$ cat config.mk
export PLATFORM = sky130hd
export DESIGN_NAME = calc_dispatch
export DESIGN_NICKNAME = d
export VERILOG_FILES = /design/src/rtl/calc_pkg.sv /design/src/rtl/calc_fifo.sv /design/src/rtl/calc_dispatch.sv
export SDC_FILE = /design/constraint.sdc
export NUM_CORES = 1
export LEC_CHECK = 0
export CELL_PAD_IN_SITES_DETAIL_PLACEMENT = 2
export CELL_PAD_IN_SITES_GLOBAL_PLACEMENT = 2
export CORE_MARGIN = 3
export CORE_UTILIZATION = 40
export DETAILED_ROUTE_END_ITERATION = 16
export PLACE_DENSITY_LB_ADDON = 0.1
export SYNTH_ARGS = -nofsm -noshare
export SYNTH_HDL_FRONTEND = slang
export SYNTH_SLANG_ARGS = --single-unit
$ cat constraint.sdc
create_clock -name clk_i -period 7.7 [get_ports clk_i]
set_input_delay 1.155 -clock clk_i [delete_from_list [all_inputs] [get_ports clk_i]]
set_output_delay 1.155 -clock clk_i [all_outputs]
set_load 0.02 [all_outputs]
$ cat src/rtl/calc_pkg.sv
// Shared types and constants for the calc_dispatch start/busy core feeder.
package calc_pkg;

  typedef enum logic [1:0] {
    IDLE      = 2'd0,
    WAIT_BUSY = 2'd1,
    RUN       = 2'd2
  } state_t;

  localparam int W_IN_DEF  = 32;
  localparam int W_OUT_DEF = 64;

  // Result returned when the watchdog abandons a job.
  localparam logic [W_OUT_DEF-1:0] ABORT_Y = '1;

endpackage

$ cat src/rtl/calc_fifo.sv
// Synchronous operand FIFO; pointers carry an extra wrap bit so full/empty need no flag.
module calc_fifo
  import calc_pkg::*;
#(
  parameter int DEPTH = 4,
  parameter int W     = 2 * W_IN_DEF
) (
  input  logic                   clk,
  input  logic                   rst_b,
  input  logic                   push,
  input  logic [W-1:0]           wdata,
  input  logic                   pop,
  output logic [W-1:0]           rdata,
  output logic                   full,
  output logic                   empty,
  output logic [$clog2(DEPTH):0] count
);

  localparam int AW = $clog2(DEPTH);
  localparam logic [AW:0] PTR_ONE = 1;

  logic [W-1:0] mem [DEPTH];
  logic [AW:0]  wr_ptr;
  logic [AW:0]  rd_ptr;
  logic         do_push;
  logic         do_pop;

  assign full  = (wr_ptr[AW] != rd_ptr[AW]) && (wr_ptr[AW-1:0] == rd_ptr[AW-1:0]);
  assign empty = (wr_ptr == rd_ptr);
  assign count = wr_ptr - rd_ptr;
  assign rdata = mem[rd_ptr[AW-1:0]];

  // A full FIFO refuses pushes even when a pop frees a slot in the same cycle.
  assign do_push = push && !full;
  assign do_pop  = pop && !empty;

  always_ff @(posedge clk) begin
    if (do_push) mem[wr_ptr[AW-1:0]] <= wdata;
  end

  always_ff @(posedge clk) begin
    if (!rst_b) begin
      wr_ptr <= '0;
      rd_ptr <= '0;
    end else begin
      if (do_push) wr_ptr <= wr_ptr + PTR_ONE;
      if (do_pop)  rd_ptr <= rd_ptr + PTR_ONE;
    end
  end

endmodule

$ cat src/rtl/calc_dispatch.sv
// Buffers operand pairs and runs a start/busy core one job at a time; results leave on valid/ready.
// Optional watchdog abort enabled by defining CALC_DISPATCH_WDT_EN.
//
// state     | meaning
// IDLE      | waiting for an operand pair and a free result slot
// WAIT_BUSY | launch issued, waiting for the core to raise busy
// RUN       | core busy, result captured when busy falls
module calc_dispatch
  import calc_pkg::*;
#(
  parameter int DEPTH      = 4,
  parameter int W_IN       = W_IN_DEF,
  parameter int W_OUT      = W_OUT_DEF,
  parameter int WDT_CYCLES = 255
) (
  input  logic                   clk_i,
  input  logic                   rst_i,
  input  logic                   in_valid_i,
  output logic                   in_ready_o,
  input  logic [W_IN-1:0]        in_a_bi,
  input  logic [W_IN-1:0]        in_b_bi,
  output logic                   core_start_o,
  output logic [W_IN-1:0]        core_a_bo,
  output logic [W_IN-1:0]        core_b_bo,
  input  logic                   core_busy_i,
  input  logic [W_OUT-1:0]       core_y_bi,
  output logic                   out_valid_o,
  input  logic                   out_ready_i,
  output logic [W_OUT-1:0]       out_y_bo,
  output logic                   err_o,
  output logic [$clog2(DEPTH):0] pending_bo
);

  state_t              state;
  logic [2*W_IN-1:0]   fifo_rdata;
  logic                fifo_full;
  logic                fifo_empty;
  logic                launch;

  assign in_ready_o = !fifo_full;
  // Launch only when the result slot is empty or being drained this cycle.
  assign launch = (state == IDLE) && !fifo_empty && (!out_valid_o || out_ready_i);

  calc_fifo #(.DEPTH(DEPTH), .W(2 * W_IN)) u_fifo (
    .clk   (clk_i),
    .rst_b (rst_i),
    .push  (in_valid_i),
    .wdata ({in_a_bi, in_b_bi}),
    .pop   (launch),
    .rdata (fifo_rdata),
    .full  (fifo_full),
    .empty (fifo_empty),
    .count (pending_bo)
  );

`ifdef CALC_DISPATCH_WDT_EN
  localparam int WDT_W = $clog2(WDT_CYCLES + 1);
  logic [WDT_W-1:0] wdt_cnt;
  logic             wdt_tc;
  assign wdt_tc = (wdt_cnt == '0);
`else
  assign err_o = 1'b0;
`endif

  always_ff @(posedge clk_i) begin
    if (!rst_i) begin
      state        <= IDLE;
      core_start_o <= 1'b0;
      core_a_bo    <= '0;
      core_b_bo    <= '0;
      out_valid_o  <= 1'b0;
      out_y_bo     <= '0;
`ifdef CALC_DISPATCH_WDT_EN
      err_o        <= 1'b0;
      wdt_cnt      <= '0;
`endif
    end else begin
      core_start_o <= 1'b0;
      if (out_valid_o && out_ready_i) out_valid_o <= 1'b0;
      case (state)
        IDLE: begin
          if (launch) begin
            {core_a_bo, core_b_bo} <= fifo_rdata;
            core_start_o           <= 1'b1;
            state                  <= WAIT_BUSY;
`ifdef CALC_DISPATCH_WDT_EN
            wdt_cnt                <= WDT_W'(WDT_CYCLES - 1);
`endif
          end
        end
        WAIT_BUSY: begin
          if (core_busy_i) state <= RUN;
`ifdef CALC_DISPATCH_WDT_EN
          if (wdt_tc) begin
            out_y_bo    <= W_OUT'(ABORT_Y);
            err_o       <= 1'b1;
            out_valid_o <= 1'b1;
            state       <= IDLE;
          end else begin
            wdt_cnt <= wdt_cnt - WDT_W'(1);
          end
`endif
        end
        RUN: begin
          if (!core_busy_i) begin
            out_y_bo    <= core_y_bi;
            out_valid_o <= 1'b1;
            state       <= IDLE;
`ifdef CALC_DISPATCH_WDT_EN
            err_o       <= 1'b0;
          end else if (wdt_tc) begin
            out_y_bo    <= W_OUT'(ABORT_Y);
            err_o       <= 1'b1;
            out_valid_o <= 1'b1;
            state       <= IDLE;
          end else begin
            wdt_cnt <= wdt_cnt - WDT_W'(1);
`endif
          end
        end
        default: state <= IDLE;
      endcase
    end
  end

endmodule
# After elaboration in Yosys (flattened, before gate mapping)
# Memories as Yosys holds them, arrays and structs flattened. A register that Yosys moved wholly into a read port is not among the register bits.
# Index checks and enable logic that the tools add are counted.
word_totals:
  register_bits: 74
  ramBits: 256
  input_bits: 133
  output_inout_bits: 135
  n_memories: 1
classes:
  add_sub_neg: 3
  eq_ne: 8
  muxes: 10
  bitwise: 1
  reduce_logical: 16
mem_list:
  columns: ["name", "depth", "width", "rd", "rd_ports_with_merged_regs", "wr", "line", "rtl"]
  rows:
  - ["u_fifo.mem", 4, 64, 1, 1, 1, "calc_fifo.sv:22", "logic [W-1:0] mem [DEPTH];"]
op_table:
  columns: ["operator", "count"]
  rows:
  - ["$add 3x1->3 const B", 2]
  - ["$logic_and 1x1->1", 6]
  - ["$mux 1", 6]
  - ["$mux 2", 3]
  - ["$pmux 2 s3", 1]
  - ["$reduce_and 2->1", 3]
  - ["$logic_not 1->1", 4]
  - ["$ne 2x2->1 const B", 2]
  - ["$eq 3x3->1", 1]
  - ["$reduce_and 3->1", 1]
  - ["$sub 3x3->3", 1]
  - ["$eq 2x1->1 const B", 1]
  - ["$eq 2x2->1", 1]
  - ["$eq 2x2->1 const B", 1]
  - ["$logic_not 2->1", 1]
  - ["$ne 2x1->1 const B", 1]
  - ["$logic_or 1x1->1", 1]
  - ["$ne 1x1->1", 1]
  - ["$not 1->1", 1]

# Longest topological paths before layout
# Gate-level depths: netlist of run 1.
logic_depth:
  ltp_word: 6
  depth_mapped: 9
  mapped_depth_nobuf: 5

# By module
# Synthesis of run 1 repeated with hierarchy kept, for this count alone.
hier_totals:
  cells_unflattened: 975
  area_unflattened_um2: 14969.4
by_module_without_submodules:
  columns: ["module", "instances", "cells_each", "area_per_inst_um2"]
  rows:
  - ["calc_fifo", 1, 403, 9907.0]
  - ["calc_dispatch", 1, 572, 5062.4]

# Least setup slack after synthesis of run 1
# Ideal clock, no wire load.
synth_path:
  path_kind: "reg2reg"
  start: "register u_fifo.rd_ptr[1]"
  end: "memory u_fifo.mem[0][0] (netlist name), enable pin"
  setup_time_ns: 0.429
  t_arrival_ns: 3.345
  required_time_ns: 7.271
  path_slack_ns: 3.927
  stages_incl_launch_ff: 8
  cell_sequence: "dfxtp_1 -> buf_4 -> clkbuf_1 -> inv_1 -> ha_1 -> and2_0 -> a21boi_1 -> and2_1"
synth_via:
  elab_chain_cells: 6
synth_lines:
  columns: ["element", "line", "rtl"]
  rows:
  - ["from (decl)", "calc_fifo.sv:24", "logic [AW:0] rd_ptr;"]
  - ["from (signal assigned)", "calc_fifo.sv:47", "if (do_pop) rd_ptr <= rd_ptr + PTR_ONE;"]
  - ["$eq 2x2->1", "calc_fifo.sv:28", "assign full = (wr_ptr[AW] != rd_ptr[AW]) && (wr_ptr[AW-1:0] == rd_ptr[AW-1:0]);"]
  - ["$logic_and 1x1->1", "calc_fifo.sv:28", null]
  - ["$logic_not 1->1", "calc_fifo.sv:34", "assign do_push = push && !full;"]
  - ["$logic_and 1x1->1", "calc_fifo.sv:34", null]
  - ["$mux 1", "calc_fifo.sv:38", "if (do_push) mem[wr_ptr[AW-1:0]] <= wdata;"]
  - ["$mux 1 (implied by the code)", "calc_fifo.sv:38", null]
  - ["to (decl)", "calc_fifo.sv:22", null]
# Every way passes these cells.

# Worst setup path in the final report of run 1
layout_path:
  start: "register u_fifo.rd_ptr[0]"
  end: "output in_ready_o"
layout_via:
  elab_chain_cells: 3
layout_lines:
  columns: ["element", "line", "rtl"]
  rows:
  - ["$eq 2x2->1", "calc_fifo.sv:28", null]
  - ["$logic_and 1x1->1", "calc_fifo.sv:28", null]
  - ["$logic_not 1->1", "calc_dispatch.sv:40", "assign in_ready_o = !fifo_full;"]
  - ["to (decl)", "calc_dispatch.sv:19", "output logic in_ready_o,"]
# Every way passes these cells.

==> results of run 1 <==
[sequential cells by signal, indices dropped and copies added, names as in the netlist]
signal and count:
state 2, core_b_bo 32, out_y_bo 64, core_a_bo 32
out_valid_o 1, u_fifo.rd_ptr 3, u_fifo.mem 256, core_start_o 1
u_fifo.wr_ptr 3
[layout by cell type, fill, tap and decap left out, types with 2 or more instances in the layout]
| cell | count |
|---|---|
| clkbuf_8 | 4 |
| o211ai_2 | 49 |
| ha_1 | 7 |
| clkinv_2 | 5 |
| mux4_2 | 64 |
| clkbuf_16 | 44 |
| a21oi_1 | 65 |
| clkdlybuf4s50_1 | 265 |
| dfxtp_4 | 2 |
| buf_4 | 12 |
| nand2b_1 | 3 |
| inv_1 | 71 |
| nand2_1 | 138 |
| edfxtp_1 | 256 |
| clkbuf_1 | 10 |
| clkinv_1 | 9 |
| a211oi_1 | 2 |
| dfxtp_1 | 136 |
| nand4_1 | 64 |
| inv_6 | 2 |
| o211ai_1 | 79 |
| bufinv_16 | 2 |
| and2_4 | 4 |
| mux2i_1 | 5 |
[layer usage]
metal	part of all wire, %	up-vias	wire length, um
met5	0.054	-	25
met4	2.0	4	938
met3	4.2	60	1952
met2	51	264	23830
met1	42	5234	19680
li1	-	4466	-
[power groups by stage]
stage               sequential [mW]  combinational (mW)  clock [mW]
floorplan                      2.96                1.04           0
global placement               2.80                1.98           0
CTS                            2.79                2.06        2.04
detailed placement             2.82                2.04           0
finish                         2.78                2.02        1.99
global route                   2.82                2.17        2.13
[cells by family (layout without fill, tap and decap cells)]
group / after synthesis / after routing / share of synthesized area, %
other cells: 1 / 1 / 0.02435
flops: 394 / 394 / 67.85
simple gates: 219 / 219 / 6.686
fa+ha+maj: 8 / 8 / 0.6987
compound gates: 200 / 200 / 10.31
xor+xnor: 4 / 4 / 0.2763
mux: 69 / 69 / 9.684
buf+inv: 159 / 426 / 4.468
[path summary, 6_finish.rpt]
| kind | end |
|---|---|
| worst max-delay path | in_ready_o |
| worst min-delay path | out_y_bo[52] |
| worst max register to register | u_fifo.mem[1][28] |
| worst min register to register | out_y_bo[52] |
[worst min-delay path, stage by stage, from the launching register on]
cell	delay, ns
dfxtp_1	0.31
nand2_1	0.05
a21oi_1	0.05
[per-stage QoR]
stage          cell area, um2  utilization, %  hold WS, ns  setup slack, ns  cells
3_3_place_gp            18420           48.68       0.4405            3.845   1755
3_5_place_dp            18420           48.68       0.4513            3.767   1755
5_1_grt                 19760           52.22       0.4773            3.031   1832
4_1_cts                 19760           52.22       0.4592            3.171   1832
2_1_floorplan           15400               -       0.4688            3.927   1054
6_report                19760           52.22       0.4555            3.262   1832
[layout make-up]
class	instances	area [um2]	area share [%]
multi-input cells	501	4314	21.83
clock buffers	58	1194	6.040
inverters	72	270.3	1.368
repair buffers	277	2743	13.88
well taps	511	639.4	3.235
flip-flops and latches	394	10460	52.92
clock inverters	19	145.1	0.7344
==> impl_results.md, run 1 <==
- Status: complete, no violations
- Final period utilization: 57.64%
- Syn_area_per_cell: around 15 um2
- Peak VDD IR: 214.6 uV
- Startpoint Class: flop
- Synth top cells by count: edfxtp_1 (256), dfxtp_1 (138), nand2_1 (138)
- Design Power: around 6.8 mW
- Flops & latches, synth: 394
- CTS tree: yes
- GRT Util Overall: between 20% and 30%
- FP Rows: 71
- IO Pins: 268
- Total CTS buffers: 43
- IO buf count: 266
- Hold-critical path depth: 2
- Post-synthesis cell count: 1054
- Worst-path clk slew: 0.06 ns
- Buf+Inv Stages, Crit Path: 2
- Skew final: roughly 0.012 ns
- CTS resizes: 0
- P per Cell Area: 343.9 nW/um2
- Most numerous cell in the Yosys netlist: edfxtp_1
- Initial DRC count: ~620
- Number of setup buffers added after CTS: 0
- Crit. End Element: output port
- Worst Path Arrival: between 3 and 4 ns
- Post-Syn Area: ~15000 um2
- Setup CP Type: flop to output port
- Grt met1 use: 29.93%
- Final WL: 46420 um
- Total die area: 40890 um2
- Number of global-route vias before repair: ~11000
- Synth Net Count: 1195
- Share of Yosys cell area claimed by the top area cell type: 49.91%
- Req. time, crit path: roughly 6.6 ns
- Final setup violation count: 0
- Remaining global-route overflow: 0
- Reg2reg path depth: 5
- Leakage power: 6.679 nW
- CTS sink cnt: between 300 and 400
- Cell Int Power: 4.568 mW
- Tmin final: between 4 and 5 ns
- Crit-path cells: ha_1 -> and2_2 -> buf_4 -> nand2_1 -> clkdlybuf4s50_1
- Die X: between 200 and 250 um
- Total of max-cap violations: 0
- Hold Crit Start: out_y_bo[52]
- # H-tree levels: 2
- Max Slew Vio Count: 0
- Min-Delay Path Class: flop to flop
- Average wire per standard cell: 25.34 um
- Clock power share: 29.3%
- Final hold violation count: 0
- Via/cell ratio: around 5.5
- Post-synthesis sequential area ratio: 67.85%
- Post-route ant nets: 0
- Cell taking the most area after synthesis: edfxtp_1
- Root Driver: clkbuf_16
- Distinct cells, synth: 37
- Max Clk Rate: 225.3 MHz
- Crit path max-delay family: buffers and inverters
- Worst R2R Setup Slack: 3.95 ns
- DR pass1 iterations: 5
- Post-synth EDFFs: between 200 and 300
- Fin nets: 1430
- # diodes: 0
- Vias: ~10000
- Ranking of synthesized cells by area: edfxtp_1 (50%), dfxtp_1 (18%), mux4_2 (9.4%)
- Initial Util: 40.70%
- Worst Max-Slew Pin Slew: 1.070 ns
- Yosys warns: 0
- Critical path origin: u_fifo.rd_ptr[0]
- Hold_buf cts: 0
- CTS max path bufs: 3
- First-pass GRT wire length: slightly above 70000 um
- RSZ-0062 raised after global routing: no
- Fill cell count: 3503
- Net Sw Frac: 32.78%
- Final RePlAce weighted congestion: 0.6901
- M3 GR Usage: roughly 3.5%
- Met2 GRT Util: 39.41%
- R2r startpoint: u_fifo.rd_ptr[0]
- Fin Setup TNS: 0 ns
- Largest net degree at the start of global routing: 74
- Die height: 202.2 um
- Clk_lat worst skew: 0.56 ns
- Initial antenna violation count: 2
- Grt peak-use layer: met2
- Net Switching: 2.228 mW
- Critical Path Max Stage Delay: 0.75 ns
- Async set-reset flop share out of synthesis: 0%
- Comb pwr share: 29.7%
- Crit Path Max Fanout: 67
- WP depth: 5
- Layout cells sized above 1: 14.99%
- CP max-delay cell: dfxtp_4
- Sequential cell fraction of total power: 40.9%
- Leading register cell type out of synthesis: edfxtp_1
- Relative slew slack: 28.68%
- Post-DP HPWL: 28580 um
- Area growth syn-to-layout: 28.32%
- # DRC: 0
- CORE AREA: ~38000 um2
(Power assumes the default switching activity.)
==> inputs of run 2 (changes only) <==
CORE_UTILIZATION = 33   (was 40)
clock period = 3.6 ns   (was 7.7 ns; I/O delays follow)
==> run 2 against run 1 <==
  * Register-to-register slack lost 3.0 ns
  * Clock skew grew 0.0075 ns
  * Flip-flop and latch count is the same
  * Combinational power grew 120%
  * Clock power grew 110%
  * Sequential power grew 110%
  * Critical path depth is the same
  * Core utilization shrank 8.4 points
  * Highest routed layer unchanged
  * Routed wire length shrank 0.17%
==> impl_results.md, run 2 (synthesized netlist as in run 1, its figures left out) <==
- Status: complete, no violations
- Fin Setup TNS: 0 ns
- Final RePlAce weighted congestion: 0.7149
- GRT Util Overall: 18.71%
- Setup CP Type: flop to output port
- Leading cell type in the layout, fill and taps excluded: clkdlybuf4s50_1
- Relative slew slack: 34.44%
- Hold_buf cts: 0
- Pre-CTS setup slack: 0.8217 ns
- Root Driver: clkbuf_16
- CTS tree: yes
- Fin nets: 1443
- CORE AREA: 45770 um2
- Initial Util: 33.65%
- Layout cells sized above 1: between 10% and 20%
- CTS sink cnt: roughly 390
- Max Slew Vio Count: 0
- Die height: 222.0 um
- Remaining global-route overflow: 0
- Worst-path clk slew: 0.06 ns
- DR pass1 iterations: 4
- Leakage power: 6.749 nW
- # H-tree levels: 2
- Final period utilization: 89.35%
- Worst Max-Slew Pin Slew: 0.9834 ns
- P per Cell Area: 724.5 nW/um2
- Number of setup buffers added after CTS: 0
- Crit. End Element: output port
- Critical Path Max Stage Delay: approximately 0.71 ns
- Setup WS post-layout: 0.3835 ns
- Total CTS buffers: 45
- Hold-critical path depth: 2
- Fin cells: 1938
- Tmin final: 3.217 ns
- RSZ-0062 raised after global routing: no
- Area growth syn-to-layout: 30.10%
- Req. time, crit path: 3.06 ns
- CTS resizes: 0
- Die X: 222.0 um
- Final hold violation count: 0
- WP depth: 5
- Crit-path cells: inv_1 -> ha_1 -> fa_1 -> xnor2_1 -> clkdlybuf4s50_1
- Startpoint Class: flop
- R2r startpoint: u_fifo.rd_ptr[1]
- Initial DRC count: 439
- Clk_lat worst skew: 0.57 ns
- Worst Path Arrival: 2.68 ns
- Worst R2R Setup Slack: 0.91 ns
- First-pass GRT wire length: 70340 um
- Vias: between 9000 and 10000
- Largest net degree at the start of global routing: ~120
- Initial antenna violation count: 5
- Post-route ant nets: 0
- Min-Delay Path Class: flop to flop
- IO buf count: 266
- CTS max path bufs: 3
- Max Clk Rate: around 310 MHz
- CP max-delay cell: clkdlybuf4s50_1
- Fill cell count: 4449
- M3 GR Usage: 3.548%
- Final WL: 46340 um
- Peak VDD IR: 509.2 uV
- Crit Path Max Fanout: 4
- Final setup violation count: 0
- Reg2reg path depth: 6
- Total of max-cap violations: 0
- Skew final: 0.01977 ns
- Number of flip-flops under the largest register name: ~260
- Grt peak-use layer: met2
- # DRC: 0
- Worst r2r dst: u_fifo.mem[3][42]
- Via/cell ratio: 5.134
- Number of global-route vias before repair: 10870
- Crit path max-delay family: buffers and inverters
- Buf+Inv Stages, Crit Path: 2
- Worst hold slack: 0.4539 ns
- Worst Setup EP: pending_bo[2]
- Grt met1 use: 25.01%
- Most frequent cells in the layout: clkdlybuf4s50_1 (265), edfxtp_1 (256), nand2_1 (138), dfxtp_1 (136), o211ai_1 (79)
- Average wire per standard cell: between 20 and 25 um
- FP Rows: 78
- IO Pins: around 270
- Critical path origin: u_fifo.wr_ptr[0]
- Total die area: 49300 um2
- DP Cell Count: 1855
- Met2 GRT Util: around a third
- Post-DP HPWL: 28340 um
[run 2: changes by cell type in the layout (fill, tap and decap cells not counted), moves of 2 or more]
| cell | change |
|---|---|
| buf_12 | +5 |
| buf_4 | +6 |
| bufinv_16 | -2 |
| clkbuf_1 | +15 |
| clkbuf_16 | +2 |
| clkinv_1 | -7 |
| clkinv_2 | -2 |
| inv_6 | -2 |
[run 2: metrics by stage]
step           total power, mW  cell area, um2  utilization [%]
4_1_cts                  14.80           20030            43.77
6_report                 14.52           20040            43.78
3_3_place_gp             10.37           18680            40.82
2_1_floorplan            8.533           15410                -
5_1_grt                  15.29           20030            43.77
3_5_place_dp             10.48           18680            40.82
[run 2: per-layer routing]
metal	vias to the layer above	wire length (um)
li1	4498	-
met1	5169	20590
met2	219	22910
met3	55	2053
met4	8	748
met5	-	46
[run 2: worst min path at each step]
stage | from | slack (ns) | endpoint
global placement | out_y_bo[30] | 0.44 | out_y_bo[30]
finish | out_y_bo[43] | 0.45 | out_y_bo[43]
CTS | rst_i | 0.44 | core_b_bo[19]
detailed placement | out_y_bo[43] | 0.45 | out_y_bo[43]
global route | out_y_bo[23] | 0.47 | out_y_bo[23]
floorplan | u_fifo.wr_ptr[0] | 0.47 | u_fifo.wr_ptr[0]
[run 2: final cells by class]
type / instances / area (um2) / share of cell area [%]
Antenna cell: 1 / 2.502 / 0.01249
Multi-Input combinational cell: 501 / 4315 / 21.54
Timing Repair Buffer: 288 / 2888 / 14.41
Sequential cell: 394 / 10460 / 52.19
Clock inverter: 6 / 38.79 / 0.1936
Inverter: 72 / 270.3 / 1.349
Tap cell: 600 / 750.7 / 3.747
Clock buffer: 76 / 1314 / 6.557
[run 2: report_power, final]
part / total, mW / internal, mW / switching [mW]
registers: 5.93 / 5.47 / 0.463
logic: 4.35 / 1.86 / 2.49
clock network: 4.23 / 2.47 / 1.76
[run 2: worst min-delay path, delay by kind of cell (launching register included)]
family | cells | cell delay [ns]
flip-flops | 1 | 0.30
AND/OR/NAND/NOR | 1 | 0.05
AO/OA/AOI/OAI | 1 | 0.05
==> inputs of run 3 (changes only) <==
CELL_PAD_IN_SITES_DETAIL_PLACEMENT = not set   (was 2)
CELL_PAD_IN_SITES_GLOBAL_PLACEMENT = not set   (was 2)
CORE_UTILIZATION = 45   (was 33)
HOLD_SLACK_MARGIN = 0.05   (was not set)
PLACE_DENSITY = 0.72   (was not set)
PLACE_DENSITY_LB_ADDON = not set   (was 0.1)
SLEW_MARGIN = 20   (was not set)
==> run 3 against run 2 <==
  * Register-to-register slack got worse by 0.07 ns
  * Fmax increased by 0.42%
  * Non-clock buffer count decreased by 1
  * Design area down 0.62%
  * Sequential share of layout area is 0.32 points higher
  * Via count is 1.9% lower
  * Count of clock-buffer cells in the layout fell by 17
  * Worst setup slack improved by 0.013 ns
  * Critical path depth unchanged
  * Hold slack worse by 0.0015 ns
  * Final cell count is 8.3% lower
  * Critical path type unchanged
  * Largest power group unchanged
==> impl_results.md, run 3 (synthesized netlist as in run 1, its figures left out) <==
- Number of global-route vias before repair: ~9800
- Final period utilization: between 80% and 90%
- Req. time, crit path: 3.06 ns
- Comb pwr share: just under 30%
- CTS tree: yes
- Tmin final: 3.203 ns
- Layout cells sized above 1: 15.73%
- Worst hold slack: 0.4524 ns
- R2r startpoint: u_fifo.wr_ptr[0]
- Initial DRC count: around 660
- Final WL: 37220 um
- Crit. End Element: output port
- Vias: 9755
- Total of max-cap violations: 0
- Fill cell count: 2565
- Worst Path Arrival: approximately 2.7 ns
- FP Rows: between 60 and 70
- Relative slew slack: 30.66%
- DP Cell Count: about 1700
- RSZ-0062 raised after global routing: no
- GRT Util Overall: 19.94%
- Die X: 191 um
- CTS max path bufs: 3
- Net Switching: around 4.5 mW
- Final hold violation count: 0
- Most frequent cells in the layout: clkdlybuf4s50_1 (265), edfxtp_1 (256), nand2_1 (138), dfxtp_1 (136), o211ai_1 (79)
- Initial antenna violation count: 0
- Crit Path Max Fanout: 4
- Die height: 191 um
- CORE AREA: between 30000 and 40000 um2
- Critical path origin: u_fifo.wr_ptr[0]
- Sequential cell fraction of total power: 40.4%
- Leakage power: 6.783 nW
- CTS sink cnt: a little under 400
- Clock power share: 30.1%
- Leading cell type in the layout, fill and taps excluded: clkdlybuf4s50_1
- Fin cells: about 1800
- Setup CP Type: flop to output port
- DR pass1 iterations: 4
- Total CTS buffers: a little over 40
- Startpoint Class: flop
- Post-DP HPWL: 21910 um
- Average wire per standard cell: between 20 and 25 um
- P per Cell Area: 731.6 nW/um2
- Final setup violation count: 0
- Max Slew Vio Count: 0
- Remaining global-route overflow: 0
- Worst-path clk slew: 0.06 ns
- Total die area: approximately 36000 um2
- Status: complete, no violations
- Clk_lat worst skew: 0.53 ns
- Via/cell ratio: between 5 and 6
- Initial Util: 45.81%
- Post-route ant nets: 0
- Multi-input gate area in the final layout: about 4300 um2
- Net Sw Frac: between 30% and 40%
- Worst Max-Slew Pin Slew: between 1 and 1.5 ns
- Final RePlAce weighted congestion: approximately 0.72
- Hold_buf cts: 0
- Peak VDD IR: 570.0 uV
- Number of setup buffers added after CTS: 0
- Skew final: 0.01466 ns
- Cell Int Power: 10.04 mW
- Largest net degree at the start of global routing: 113
- Register area: 10460 um2
- Design Power: 14.57 mW
- Area growth syn-to-layout: 29.30%
- CTS resizes: 0
- # diodes: 0
- Max Clk Rate: 312.2 MHz
- Root Driver: clkbuf_16
- Fin Setup TNS: 0 ns
- Fin nets: approximately 1400
- Hold Crit Start: out_y_bo[20]
- First-pass GRT wire length: 56380 um
- IO buf count: approximately 270
- # DRC: 0
- # H-tree levels: 2
- Number of flip-flops under the largest register name: 256
- IO Pins: around 270
- Min-Delay Path Class: flop to flop
==> run 3: cell count changes in the layout (fill, tap and decap cells not counted), sizes merged <==
cell	before	now
clkbuf	76	59
bufinv	0	6
clkinv	6	10
buf	23	22
diode	1	0
==> run 3: metal layers <==
| metal | up-vias | part of all wire [%] | track usage [%] |
|---|---|---|---|
| li1 | 4489 | - | - |
| met1 | 4849 | 42 | 26.67 |
| met2 | 371 | 48 | 33.18 |
| met3 | 46 | 8.4 | 4.695 |
| met4 | 0 | 1.7 | 4.939 |
| met5 | - | 0 | 0 |
==> run 3: final timing paths <==
check | end | slack [ns] | cells after the start
hold reg to reg | out_y_bo[20] | 0.45 | 2
setup / recovery | pending_bo[2] | 0.40 | 5
hold / removal | out_y_bo[20] | 0.45 | 2
setup reg to reg | u_fifo.mem[2][22] | 0.84 | 6
==> run 3: worst max-delay path, stage by stage, from the launching register on <==
cell and delay [ns]:
dfxtp_1 0.38, inv_1 0.11, ha_1 0.22, fa_1 0.45, xnor2_1 0.32, clkdlybuf4s50_1 0.67
==> run 3: through the flow <==
stage	cell area, um2	setup WS (ns)	utilization, %
after floorplan	15410	0.5113	-
after global placement	18500	0.7838	55.02
after detailed placement	18500	0.7510	55.02
after CTS	19910	0.3345	59.24
after global routing	19910	0.2970	59.24
final	19910	0.3968	59.24
==> run 3: final cells by class <==
cell class	instances	area share (%)
clock buffers	59	5.900
clock inverters	16	1.219
inverters	72	1.357
multi-input cells	501	21.67
flip-flops and latches	394	52.52
well taps	448	2.815
repair buffers	287	14.53
==> run 3: power by group through the flow <==
stage          sequential, mW  combinational (mW)  clock [mW]
6_report                 5.89                4.29        4.39
5_1_grt                  5.95                4.61        4.67
4_1_cts                  5.88                4.36        4.48
3_5_place_dp             5.96                4.35           0
3_3_place_gp             5.94                4.29           0
2_1_floorplan            6.31                2.22           0
